$ cat src/rtl/mdio_link_manager.sv
// mdio_link_manager
// Shares one clause-22 MDIO controller between a host register-access port
// and an autonomous BMSR poller, and publishes link / autoneg status.
//
// Ports:
//   clk, reset_n            clock, asynchronous active-low reset
//   host_*                  level-request host access port (ack is a 1-cycle pulse)
//   poll_enable             enables the periodic poll timer
//   mdio_*                  command/response handshake with the MDIO controller
//   link_up, an_complete    last polled BMSR[2] / BMSR[5]
//   status_valid            set after the first successful poll
//   link_change             1-cycle pulse when link_up toggles
//
// Optional feature macro: MDIO_TIMEOUT_EN adds a watchdog over ISSUE/WAIT_DONE
// that forces a completion with data 0 after TIMEOUT_CYCLES cycles.
module mdio_link_manager #(
    parameter int unsigned PHYADDR_LENGTH = 5,
    parameter int unsigned REGADDR_LENGTH = 5,
    parameter int unsigned DATA_LENGTH    = 16,
    parameter logic [PHYADDR_LENGTH-1:0] POLL_PHY_ADDRESS = PHYADDR_LENGTH'(1),
    parameter logic [REGADDR_LENGTH-1:0] POLL_REG_ADDRESS = REGADDR_LENGTH'(1),
    parameter int unsigned POLL_INTERVAL  = 1250000,
    parameter int unsigned TIMEOUT_CYCLES = 65536
) (
    input  logic                      clk,
    input  logic                      reset_n,
    input  logic                      host_req,
    input  logic                      host_write,
    input  logic [PHYADDR_LENGTH-1:0] host_phy_address,
    input  logic [REGADDR_LENGTH-1:0] host_reg_address,
    input  logic [DATA_LENGTH-1:0]    host_write_data,
    output logic                      host_ack,
    output logic [DATA_LENGTH-1:0]    host_read_data,
    output logic                      host_error,
    input  logic                      poll_enable,
    output logic                      mdio_read,
    output logic                      mdio_write,
    output logic [PHYADDR_LENGTH-1:0] mdio_phy_address,
    output logic [REGADDR_LENGTH-1:0] mdio_reg_address,
    output logic [DATA_LENGTH-1:0]    mdio_write_data,
    input  logic [DATA_LENGTH-1:0]    mdio_read_data,
    input  logic                      mdio_access_complete,
    input  logic                      mdio_busy,
    output logic                      link_up,
    output logic                      an_complete,
    output logic                      status_valid,
    output logic                      link_change
);

    localparam int unsigned TMR_W = (POLL_INTERVAL > 2) ? $clog2(POLL_INTERVAL) : 1;
    localparam logic [TMR_W-1:0] TMR_LAST = TMR_W'(POLL_INTERVAL - 1);

    typedef enum logic [1:0] {IDLE, ISSUE, WAIT_DONE, RESPOND} state_t;

    state_t                    state_q, state_d;
    logic                      owner_poll_q, owner_poll_d;
    logic                      op_write_q, op_write_d;
    logic                      rd_q, rd_d, wr_q, wr_d;
    logic [PHYADDR_LENGTH-1:0] phy_q, phy_d;
    logic [REGADDR_LENGTH-1:0] reg_q, reg_d;
    logic [DATA_LENGTH-1:0]    wdata_q, wdata_d;
    logic                      ack_q, ack_d;
    logic [DATA_LENGTH-1:0]    rdata_q, rdata_d;
    logic                      link_q, link_d, an_q, an_d, valid_q, valid_d, lchg_q, lchg_d;
    logic [TMR_W-1:0]          timer_q, timer_d;
    logic                      pend_q, pend_d, overdue_q, overdue_d;

    logic                      finish_c;
    logic                      timeout_c;
    logic [DATA_LENGTH-1:0]    resp_data_c;

`ifdef MDIO_TIMEOUT_EN
    localparam int unsigned WD_W = (TIMEOUT_CYCLES > 2) ? $clog2(TIMEOUT_CYCLES) : 1;
    localparam logic [WD_W-1:0] WD_LAST = WD_W'(TIMEOUT_CYCLES - 1);
    logic [WD_W-1:0] wdog_q, wdog_d;
    logic            err_q, err_d;

    // Watchdog expiry while a command is outstanding
    always_comb begin
        timeout_c = ((state_q == ISSUE) || (state_q == WAIT_DONE)) && (wdog_q == WD_LAST);
    end

    assign host_error = err_q;
`else
    always_comb begin
        timeout_c = 1'b0;
    end

    assign host_error = 1'b0;
`endif

    // Next-state logic: timer, arbitration, command handshake, completion
    always_comb begin
        state_d      = state_q;
        owner_poll_d = owner_poll_q;
        op_write_d   = op_write_q;
        rd_d         = rd_q;
        wr_d         = wr_q;
        phy_d        = phy_q;
        reg_d        = reg_q;
        wdata_d      = wdata_q;
        ack_d        = 1'b0;
        rdata_d      = rdata_q;
        link_d       = link_q;
        an_d         = an_q;
        valid_d      = valid_q;
        lchg_d       = 1'b0;
        timer_d      = timer_q;
        pend_d       = pend_q;
        overdue_d    = overdue_q;
        finish_c     = 1'b0;
        resp_data_c  = '0;
`ifdef MDIO_TIMEOUT_EN
        wdog_d       = wdog_q;
        err_d        = 1'b0;
`endif

        // Poll timer; a wrap with a request already pending is absorbed
        if (!poll_enable) begin
            timer_d = '0;
        end else if (timer_q == TMR_LAST) begin
            timer_d = '0;
            pend_d  = 1'b1;
        end else begin
            timer_d = timer_q + TMR_W'(1);
        end

        case (state_q)
            IDLE: begin
                // Registered poll_pending: the host wins unless the poller is overdue
                if (pend_q && (overdue_q || !host_req)) begin
                    owner_poll_d = 1'b1;
                    op_write_d   = 1'b0;
                    rd_d         = 1'b1;
                    wr_d         = 1'b0;
                    phy_d        = POLL_PHY_ADDRESS;
                    reg_d        = POLL_REG_ADDRESS;
                    overdue_d    = 1'b0;
                    state_d      = ISSUE;
                end else if (host_req) begin
                    owner_poll_d = 1'b0;
                    op_write_d   = host_write;
                    rd_d         = !host_write;
                    wr_d         = host_write;
                    phy_d        = host_phy_address;
                    reg_d        = host_reg_address;
                    wdata_d      = host_write_data;
                    if (pend_q) begin
                        overdue_d = 1'b1;
                    end
                    state_d      = ISSUE;
                end
`ifdef MDIO_TIMEOUT_EN
                wdog_d = '0;
`endif
            end
            ISSUE: begin
                if (mdio_busy) begin
                    rd_d    = 1'b0;
                    wr_d    = 1'b0;
                    state_d = WAIT_DONE;
                end
            end
            WAIT_DONE: begin
                if (mdio_access_complete) begin
                    finish_c    = 1'b1;
                    resp_data_c = mdio_read_data;
                end
            end
            RESPOND: begin
                state_d = IDLE;
            end
            default: begin
                state_d = IDLE;
            end
        endcase

`ifdef MDIO_TIMEOUT_EN
        if ((state_q == ISSUE) || (state_q == WAIT_DONE)) begin
            wdog_d = wdog_q + WD_W'(1);
        end
`endif
        // Watchdog expiry overrides any normal completion with data 0
        if (timeout_c) begin
            finish_c    = 1'b1;
            resp_data_c = '0;
        end

        // Completion: results are registered so they appear during RESPOND
        if (finish_c) begin
            state_d = RESPOND;
            rd_d    = 1'b0;
            wr_d    = 1'b0;
            if (!owner_poll_q) begin
                ack_d = 1'b1;
`ifdef MDIO_TIMEOUT_EN
                err_d = timeout_c;
`endif
                if (!op_write_q) begin
                    rdata_d = resp_data_c;
                end
            end else begin
                link_d  = resp_data_c[2];
                an_d    = resp_data_c[5];
                valid_d = !timeout_c;
                lchg_d  = (resp_data_c[2] != link_q);
                pend_d  = 1'b0;
            end
        end
    end

    // State and output registers
    always_ff @(posedge clk or negedge reset_n) begin
        if (!reset_n) begin
            state_q      <= IDLE;
            owner_poll_q <= 1'b0;
            op_write_q   <= 1'b0;
            rd_q         <= 1'b0;
            wr_q         <= 1'b0;
            phy_q        <= '0;
            reg_q        <= '0;
            wdata_q      <= '0;
            ack_q        <= 1'b0;
            rdata_q      <= '0;
            link_q       <= 1'b0;
            an_q         <= 1'b0;
            valid_q      <= 1'b0;
            lchg_q       <= 1'b0;
            timer_q      <= '0;
            pend_q       <= 1'b0;
            overdue_q    <= 1'b0;
`ifdef MDIO_TIMEOUT_EN
            wdog_q       <= '0;
            err_q        <= 1'b0;
`endif
        end else begin
            state_q      <= state_d;
            owner_poll_q <= owner_poll_d;
            op_write_q   <= op_write_d;
            rd_q         <= rd_d;
            wr_q         <= wr_d;
            phy_q        <= phy_d;
            reg_q        <= reg_d;
            wdata_q      <= wdata_d;
            ack_q        <= ack_d;
            rdata_q      <= rdata_d;
            link_q       <= link_d;
            an_q         <= an_d;
            valid_q      <= valid_d;
            lchg_q       <= lchg_d;
            timer_q      <= timer_d;
            pend_q       <= pend_d;
            overdue_q    <= overdue_d;
`ifdef MDIO_TIMEOUT_EN
            wdog_q       <= wdog_d;
            err_q        <= err_d;
`endif
        end
    end

    assign host_ack         = ack_q;
    assign host_read_data   = rdata_q;
    assign mdio_read        = rd_q;
    assign mdio_write       = wr_q;
    assign mdio_phy_address = phy_q;
    assign mdio_reg_address = reg_q;
    assign mdio_write_data  = wdata_q;
    assign link_up          = link_q;
    assign an_complete      = an_q;
    assign status_valid     = valid_q;
    assign link_change      = lchg_q;

endmodule
$ cat config.mk
export PLATFORM = sky130hd
export DESIGN_NAME = mdio_link_manager
export DESIGN_NICKNAME = d
export VERILOG_FILES = /design/src/rtl/mdio_link_manager.sv
export SDC_FILE = /design/constraint.sdc
export NUM_CORES = 1
export LEC_CHECK = 0
export CELL_PAD_IN_SITES_DETAIL_PLACEMENT = 1
export CELL_PAD_IN_SITES_GLOBAL_PLACEMENT = 1
export CORE_MARGIN = 4
export CORE_UTILIZATION = 39
export CTS_CLUSTER_DIAMETER = 150
export DETAILED_ROUTE_END_ITERATION = 10
export PLACE_DENSITY = 0.82
export REMOVE_ABC_BUFFERS = 1
export SLEW_MARGIN = 10
export SYNTH_ARGS = -nofsm -noshare
export SYNTH_HDL_FRONTEND = slang
export SYNTH_SLANG_ARGS = --single-unit
$ cat constraint.sdc
create_clock -name clk -period 4.4 [get_ports clk]
set_input_delay 0.88 -clock clk [delete_from_list [all_inputs] [get_ports clk]]
set_output_delay 0.88 -clock clk [all_outputs]
set_load 0.01 [all_outputs]
==> impl_results.md <==
- Leak pwr: 0.00187 uW
- Number of global-route vias before repair: 2677
- First-pass GRT wire length: 14.2 mm
- Maximum vdd drop: 0.302 mV
- Number of synthesized flops with an enable pin: 0
- Post-CTS repair timing setup buffer count: 0
- H-tree lvl count: 3
- Min Tclk post-route: 2560 ps
- Post-cts hold buffer count: 0
- Tightest Pin Transition: 1090 ps
- Share of post-route cells with drive strength above 1: 17.2%
- Count of pins over their slew limit: 0
- Clock net sink count: 76
- ANT cells: 0
- TritonCTS clock tree: yes
- Number of library cell types mapped by synthesis: 43
- Adder-Cell Fraction of Synth Area: 0.388%
- F_max: 0.391 GHz
- Path type of the worst min-delay path: reg -> reg
- Gate count after technology mapping: 256
- Post-synthesis instance area: 3230 um2
- Worst clock skew: 13.1 ps
- Nature of the critical path endpoint: register
- Logic depth of the worst setup path including buffers: 4
- Initial core utilization: 40.9%
- Share of the synthesized netlist area taken by xor and xnor gates: 4.07%
- Overflow left after global routing: 0
- Hold violation total from the final report: 0
- Clock latency on the worst-skew pair: 350 ps
- Clk Tree Root Cell: clkbuf_8
- Maximum fanout encountered on the critical timing path: 19
- Mux cell area share after synthesis: 13.5%
- Mapped Avg Cell Area: 12.6 um2
- Least setup slack across all paths after layout: 1840 ps
- Summed negative setup slack over all endpoints: 0 ps
- Placement row count: 32
- Pin count of the biggest net entering global routing: 77
- Per-cell routed wire length: 18.7 um
- Result of the run: finished clean
- Startpoint types: primary input
- Drt first pass iters: 4
- Final Routed Wirelength: 8.65 mm
- Gates resized, CTS repair: 0
- Critical Path Max Stage Delay: 830 ps
- Basic-gate share of the synthesized area counting and, or, nand and nor cells: 13.5%
- Combined global-route utilization of all metal layers: 18.8%
- Highest-delay cell along the critical path: a21oi_2
- Number of cells traversed by the worst register-to-register path: 4
- Number of nets in the layout: 407
- Total number of yosys warnings: 0
- Origin of the worst setup path: host_req
- Crit path cell chain: clkdlybuf4s50_1 > nand2b_1 > a21oi_2 > mux2_2
- Max-capacitance violation count: 0
- Worst endpoint required time: 4630 ps
- Relative area change from synthesis to final layout: 39.7%
- RR Startpoint: timer_q[2]
- Final clock period utilization by the worst path: 58.2%
- Post-detailed-placement half-perimeter wirelength: 6.33 mm
- Post-synthesis sequential element count: 76
- Flop2flop setup slack: 2050 ps
- ANT nets after route: 0
- Final setup violation count: 0
- Placeable Area: 7890 um2
- Relative slew slack: 27.2%
- Total power density per cell area: 614 nW/um2
- Final weighted congestion of routability-driven global placement: 0.792
- Critical Setup Path Class: in -> reg
- Clock Pin Slew Worst Setup and Hold Paths: 80 ps
- Number of buffers added by the clock tree synthesis step: 9
- Die Span Y: 98.9 um
- Share of synthesized area occupied by flip-flops and latches: 59.0%
- Via count: 2386
- Setup WS pre-CTS: 1460 ps
- Endpoint of the lowest-slack register-to-register path: timer_q[17]
- Quantity of I/O buffers inserted on ports: 97
- Arrival time reported for the critical path endpoint: 2790 ps
- Top-level I/O count: 99
- Beginning of the worst hold path: status_valid
- Max Buffers Root-to-Sink: 2
- Endpoint of the worst setup timing path: mdio_write_data[9]
- Detailed router's first-iteration violation count: 73
- Async set-reset flop share out of synthesis: 100%
- Drc violations: 0
- Number of antenna violations at the first check in global routing: 0
- Dominant combinational cell family by area after synthesis: simple AND/OR/NAND/NOR gates
- Largest delay share family, worst path: compound AO/OA/AOI/OAI gates
- Horizontal die dimension: 98.9 um
- Detail-routed via count per cell: 5.15
- Die Outline Area: 9790 um2
- Buffering stage count on the worst path with inverters included: 1
- Primary FF master, synth: dfrtp_1
- RSZ-0062 raised after global routing: false
- Synth Area in Compound Gates: 7.10%
==> Yosys cell counts, types with 2 or more instances <==
| library cell | n | area (um2) |
|---|---|---|
| dfrtp_1 | 76 | 1900 |
| mux2_2 | 35 | 394 |
| nor2_1 | 26 | 97.6 |
| xnor2_1 | 14 | 123 |
| nand2_1 | 12 | 45.0 |
| a22o_1 | 9 | 78.8 |
| nor4_1 | 8 | 50.1 |
| inv_1 | 7 | 26.3 |
| nand3_1 | 7 | 35.0 |
| nor3_1 | 6 | 30.0 |
| clkbuf_1 | 5 | 18.8 |
| mux2i_1 | 4 | 40.0 |
| nand4_1 | 4 | 25.0 |
| o21a_1 | 4 | 30.0 |
| o21ai_0 | 4 | 20.0 |
| and3_1 | 3 | 18.8 |
| buf_2 | 3 | 15.0 |
| a21oi_1 | 2 | 10.0 |
| nand2b_1 | 2 | 12.5 |
| o22a_1 | 2 | 17.5 |
==> how the worst min path moves through the flow <==
| stage | endpoint | cells past startpoint |
|---|---|---|
| floorplan | overdue_q | 2 |
| global placement | status_valid | 1 |
| detailed placement | status_valid | 1 |
| CTS | status_valid | 1 |
| global route | status_valid | 1 |
| finish | status_valid | 1 |
==> state kept, by name, indices dropped and copies added (netlist names) <==
name              cells
host_read_data       16
status_valid          1
pend_q                1
link_up               1
owner_poll_q          1
timer_q              21
overdue_q             1
an_complete           1
mdio_read             1
link_change           1
mdio_phy_address      5
mdio_write            1
state_q               2
mdio_write_data      16
host_ack              1
op_write_q            1
mdio_reg_address      5
==> worst register-to-register path, cell delays in order, from the launching register on <==
cell	delay, ps
dfrtp_1	430
nand4_1	320
nor4_1	690
mux2_2	400
a2111oi_0	380
==> metrics by stage <==
step           utilization [%]  cells  total power (uW)  cell area, um2  hold WS, ps
4_1_cts                   57.1    463              2810            4510          479
5_1_grt                   57.1    463              2940            4510          511
3_5_place_dp              54.4    448              2200            4290          455
2_1_floorplan                -    246              1560            3170          441
3_3_place_gp              54.4    448              2150            4290          453
6_report                  57.1    463              2770            4510          471
==> kinds of logic after synthesis <==
| group | after synthesis |
|---|---|
| other cells | 1 |
| fa+ha+maj | 1 |
| flops | 76 |
| xor+xnor | 15 |
| simple gates | 79 |
| buf+inv | 17 |
| mux | 39 |
| compound gates | 28 |
==> power breakdown <==
part | total [uW] | switching [uW] | leakage (uW) | internal [uW]
combinational | 1080 | 433 | 0.000807 | 651
sequential | 1100 | 159 | 0.000958 | 942
clock | 583 | 251 | 0.000109 | 332
==> per-layer routing <==
| layer | wire, um | GRT usage (%) | vias to the layer above |
|---|---|---|---|
| li1 | - | - | 1101 |
| met1 | 3440 | 21.4 | 1223 |
| met2 | 4610 | 33.3 | 56 |
| met3 | 504 | 5.87 | 6 |
| met4 | 90 | 6.51 | 0 |
| met5 | 0 | 0 | - |
==> area by class of cell <==
class	instances	area, um2
multi-input cells	163	1240
repair buffers	100	991
inverters	7	26.3
clock inverters	4	73.8
fillers	822	3380
clock buffers	11	141
flip-flops and latches	76	1900
well taps	102	128
==> placed cells by master (no fill, tap or decap), types with 3 or more instances in the layout <==
cell	synthesis	routed
nand2_1	12	12
and3_1	3	3
nand3_1	7	7
o21a_1	4	4
mux2i_1	4	4
inv_1	7	7
clkdlybuf4s50_1	0	96
nand4_1	4	4
buf_4	1	4
nor2_1	26	26
o21ai_0	4	4
dfrtp_1	76	76
a22o_1	9	9
nor4_1	8	8
nor3_1	6	6
mux2_2	35	35
clkbuf_8	0	10
xnor2_1	14	14
(Power assumes the default switching activity.)
